<file path="src/rtl/insight_event_counter.sv">
// insight_event_counter: qualified Insight event counter with threshold match, sticky overflow/match, irq and 32-bit register port (clock/reset, event_sel/inc in, reg_* access, match_irq/overflow out)
module insight_event_counter #(
  parameter int COUNT_WIDTH = 64,
  parameter int SEL_WIDTH = 32
) (
  input  logic                 clock,
  input  logic                 reset,
  input  logic [SEL_WIDTH-1:0] event_sel,
  input  logic                 inc,
  input  logic                 reg_wr_en,
  input  logic                 reg_rd_en,
  input  logic [2:0]           reg_addr,
  input  logic [31:0]          reg_wdata,
  output logic [31:0]          reg_rdata,
  output logic                 reg_rvalid,
  output logic                 match_irq,
  output logic                 overflow
);
  logic [3:0] ctrl_q, ctrl_d;
  logic [SEL_WIDTH-1:0] mask_q, mask_d, sel_q;
  logic inc_q;
  logic [COUNT_WIDTH-1:0] cnt_q, cnt_d, thr_q, thr_d, nxt;
  logic ovf_q, ovf_d, match_q, match_d, rvalid_q;
  logic [31:0] shadow_q, shadow_d, rdata_q, rdata_d;
  logic [63:0] cnt64, thr64;
  logic [31:0] regs [8];
  logic [6:0] wr;
  logic qual, cnt_wr, hit, wrap;
  always_comb begin
    cnt64 = 64'(cnt_q);
    thr64 = 64'(thr_q);
    wr = reg_wr_en ? 7'(8'd1 << reg_addr) : 7'd0;
    cnt_wr = wr[2] | wr[3];
    qual = inc_q & ctrl_q[0] & |(sel_q & mask_q) & ~(ctrl_q[2] & ovf_q);
    nxt = cnt_q + COUNT_WIDTH'(1);
    hit = qual & ~cnt_wr & (nxt == thr_q);
    wrap = qual & ~cnt_wr & (&cnt_q);
    cnt_d = wr[2] ? COUNT_WIDTH'({cnt64[63:32], reg_wdata}) :
            wr[3] ? COUNT_WIDTH'({reg_wdata, cnt64[31:0]}) :
            qual ? ((hit & ctrl_q[1]) ? '0 : nxt) : cnt_q;
    thr_d = wr[4] ? COUNT_WIDTH'({thr64[63:32], reg_wdata}) :
            wr[5] ? COUNT_WIDTH'({reg_wdata, thr64[31:0]}) : thr_q;
    ctrl_d = wr[0] ? reg_wdata[3:0] : ctrl_q;
    mask_d = wr[1] ? reg_wdata[SEL_WIDTH-1:0] : mask_q;
    ovf_d = (ovf_q & ~(wr[6] & reg_wdata[0])) | wrap;
    match_d = (match_q & ~(wr[6] & reg_wdata[1])) | hit;
    regs[0] = {28'd0, ctrl_q};
    regs[1] = 32'(mask_q);
    regs[2] = cnt64[31:0];
    regs[3] = shadow_q;
    regs[4] = thr64[31:0];
    regs[5] = thr64[63:32];
    regs[6] = {30'd0, match_q, ovf_q};
    regs[7] = 32'd0;
    shadow_d = (reg_rd_en && reg_addr == 3'd2) ? cnt64[63:32] : shadow_q;
    rdata_d = reg_rd_en ? regs[reg_addr] : rdata_q;
  end
  always_ff @(posedge clock) begin
    if (reset) begin
      ctrl_q <= '0;
      mask_q <= '1;
      sel_q <= '0;
      inc_q <= 1'b0;
      cnt_q <= '0;
      thr_q <= '0;
      ovf_q <= 1'b0;
      match_q <= 1'b0;
      shadow_q <= '0;
      rdata_q <= '0;
      rvalid_q <= 1'b0;
    end else begin
      ctrl_q <= ctrl_d;
      mask_q <= mask_d;
      sel_q <= event_sel;
      inc_q <= inc;
      cnt_q <= cnt_d;
      thr_q <= thr_d;
      ovf_q <= ovf_d;
      match_q <= match_d;
      shadow_q <= shadow_d;
      rdata_q <= rdata_d;
      rvalid_q <= reg_rd_en;
    end
  end
  assign reg_rdata = rdata_q;
  assign reg_rvalid = rvalid_q;
  assign overflow = ovf_q;
  assign match_irq = match_q & ctrl_q[3];
endmodule

</file>
<file path="config.mk">
export PLATFORM = sky130hd
export DESIGN_NAME = insight_event_counter
export DESIGN_NICKNAME = d
export VERILOG_FILES = /design/src/rtl/insight_event_counter.sv
export SDC_FILE = /design/constraint.sdc
export NUM_CORES = 1
export LEC_CHECK = 0
export CAP_MARGIN = 10
export CORE_MARGIN = 3
export CORE_UTILIZATION = 48
export DETAILED_ROUTE_END_ITERATION = 6
export PLACE_DENSITY_LB_ADDON = 0.12
export SLEW_MARGIN = 15
export SYNTH_ARGS = -nofsm -noshare
export SYNTH_HDL_FRONTEND = slang
export SYNTH_SLANG_ARGS = --single-unit
export TNS_END_PERCENT = 1
</file>
<file path="constraint.sdc">
create_clock -name clock -period 4.9 [get_ports clock]
set_clock_uncertainty 0.1 [all_clocks]
set_input_delay 1.225 -clock clock [delete_from_list [all_inputs] [get_ports clock]]
set_output_delay 1.225 -clock clock [all_outputs]
set_load 0.05 [all_outputs]
</file>
==> qor.csv <==
metric;value;unit
via count;17200;
worst min-delay path category;flop to flop;
FILL cells;2812;
dominant synthesized flop cell;dfxtp_1;
HP Start;shadow_q[8]$_SDFFE_PP0P_;
Final HPWL DP;53600;um
count of final setup violators;0;
starting density of the core;49.3;%
total CTS buffers;29;
vias per cell;6.85;
PortBufs;106;
CP peak stage delay;0.67;ns
CTS Sinks;264;
largest net degree at the start of global routing;191;
GPL Wtd Cong;1.13;
H-Tree Depth;1;
PostCTS Resize Cnt;0;
RSZ-0062 raised after global routing;false;
CP Capture Type;flop;
DRT iter0 DRCs;2771;
final hold vios;0;
Reg clk slew, reported paths;0.07;ns
Worst-Margin Slew;1.14;ns
Layout Nets;2162;
Clock Latency Late Sink;0.59;ns
register area;5290;um^2
Syn Std Cell Area;15200;um^2
synth top area cells;dfxtp_1, nand2_1, a21oi_1;
Antenna Nets Post-Route;0;
crit-path max FO;37;
Logic pwr share;14.6;%
root buf cell;clkbuf_16;
P_int;4140;uW
worst path required time;5.23;ns
Die W;184;um
global route overflow;0;
synthesized net count;2079;
Die ar.;33900;um^2
critical setup path kind;flop to flop;
critical path's top delay family;simple AND/OR/NAND/NOR gates;
Critical path origin;cnt64[32]$_SDFFE_PP0P_;
clock tree buffer depth;3;
Net Sw Power;1620;uW
first-pass GRT wire length;106000;um
ys async rst share;0;%
Setup Buffers After CTS;0;
cell taking the most area after synthesis;dfxtp_1;
P_leak;0.00671;uW
Synth Instances;2006;
num rows;64;
worst path bufs/invs;3;
max-cap violations;0;
fin cells;2508;
Die Y;184;um
crit path launch type;flop;
Pins Over Slew Limit;0;
P&R area growth vs syn;19.3;%
worst r2r src;cnt64[32]$_SDFFE_PP0P_;
worst rel slew slack;24.1;%
WL final;73400;um
fin crit period;4.73;ns
Peak VDD IR;305;uV
share of cells above drive strength 1;11.8;%
outcome;finished clean;
number of cells after detailed placement;2454;
multi-input logic area;9170;um^2
GRT Total Usage;41.9;%
DRC viols;0;
vias in the first global route;15800;
synthesis-stage register bit count;264;
DR pass1 iterations;5;
IO Count;107;
WP data arrival;5.06;ns
worst path cell trace;nand4_1 > or4_4 > or3_4 > buf_4 > xnor2_1 > o2111ai_1 > or4_1 > nor3_1 > buf_4 > nand4b_1 > buf_12 > or3b_2 > a211oi_1;
Synth cell types;74;
Critical Path Slowest Stage Cell;dfxtp_1;
EDFF count, synth;0;
fin crit share;96.5;%
Cell Pwr Density;317;nW/um^2
antenna violations before repair;2;
Core Area;30900;um^2
area share of the largest cell type after synthesis;34.7;%
Seq pwr share;40.7;%
switch share;28.2;%
mean area per synthesized cell;7.59;um^2
Setup TNS;0;ns
maximum clock rate;211;MHz
hold-fix buffers at CTS;0;
Clock power frac;44.7;%
Ys Warns;0;
register area share after synthesis;34.7;%
CTS tree;yes;
Top cell by count, worst path;buf_4;
Routed wire per std cell;29.3;um
[flip-flops by register name, summed over array words and instances, names as in the netlist]
name	flops
cnt64	64
thr64	64
mask_q	32
reg_rdata	32
sel_q	32
shadow_q	32
ctrl_q	4
inc_q	1
match_q	1
overflow	1
reg_rvalid	1
[worst min-delay path, cell delays in order (launching register included)]
cell and delay (ns):
dfxtp_1 0.31, nand2_1 0.05, a21oi_1 0.05
[stage by stage]
step                util (%)  hold slack (ns)  worst slack [ns]  instance area [um^2]  total power (uW)
floorplan                  -            0.333             0.936                 15200              2810
global placement        55.2            0.339             0.319                 17100              3180
detailed placement      55.2            0.347             0.300                 17100              3190
CTS                     58.8            0.355             0.298                 18200              5720
global route            58.8            0.378             0.129                 18200              5880
finish                  58.8            0.354             0.169                 18200              5760
[routing by layer]
metal  GRT usage [%]  wire, um  vias to the layer above
li1                -         -                     7424
met1            58.2     29000                     8205
met2            61.3     30300                     1298
met3            10.6     10000                      255
met4            18.6      4020                        0
met5               0         0                        -
[final timing paths]
kind	end	slack, ns	cells after the start
max	cnt64[6]$_SDFFE_PP0P_	0.17	13
min	shadow_q[8]$_SDFFE_PP0P_	0.35	2
max reg2reg	cnt64[6]$_SDFFE_PP0P_	0.17	13
min reg2reg	shadow_q[8]$_SDFFE_PP0P_	0.35	2
[layout by cell type (no fill, tap or decap), types with 6 or more instances in the layout]
cell type / n
a211oi_1: 45
a21o_1: 6
a21oi_1: 175
a22oi_1: 52
a31oi_1: 14
and2_1: 10
and3_1: 25
and4_1: 25
buf_4: 129
bufinv_16: 8
clkbuf_16: 29
clkdlybuf4s50_1: 101
dfxtp_1: 264
inv_1: 15
mux2_2: 29
mux2i_1: 40
nand2_1: 361
nand2b_1: 10
nand3_1: 114
nand3b_1: 6
nand4_1: 63
nor2_1: 107
nor2b_1: 44
nor3_1: 24
nor3b_1: 6
nor4_1: 32
nor4_2: 6
o211ai_1: 6
o21ai_0: 99
o221ai_1: 32
o31ai_1: 6
or3_1: 11
or4_1: 18
xnor2_1: 64
xor2_1: 27
[cells by family (layout without fill, tap and decap cells)]
logic type / after synthesis / in the layout / synth area share [%]
XOR/XNOR: 91 / 91 / 5.23
flip-flops: 264 / 264 / 34.7
AO/OA/AOI/OAI: 474 / 474 / 19.4
multiplexers: 73 / 73 / 5.37
buffers and inverters: 200 / 305 / 5.18
other: 0 / 1 / 0
adder cells (fa/ha/maj): 1 / 1 / 0.0821
AND/OR/NAND/NOR: 903 / 903 / 30.0
[power groups by stage]
stage | Sequential (uW) | Combinational (uW) | Clock, uW
finish | 2340 | 843 | 2570
global route | 2350 | 880 | 2650
CTS | 2330 | 812 | 2570
detailed placement | 2380 | 808 | 0
global placement | 2380 | 805 | 0
floorplan | 2370 | 443 | 0
[cell type report]
class,count,share of cell area [%]
diodes,1,0.0138
clock buffers,38,4.46
clock inverters,15,1.65
inverters,16,0.331
multi-input cells,1542,50.5
flip-flops and latches,264,29.1
well taps,396,2.73
repair buffers,236,11.3
[cell usage after synthesis, types with 40 or more instances]
cell type,n
a211oi_1,45
nor2_1,108
a21oi_1,175
nand3_1,114
a22oi_1,52
xnor2_1,64
o21ai_0,99
dfxtp_1,264
mux2i_1,40
nor2b_1,45
nand4_1,63
clkbuf_1,150
nand2_1,361
Note: power is estimated with default switching activity, not from simulation.
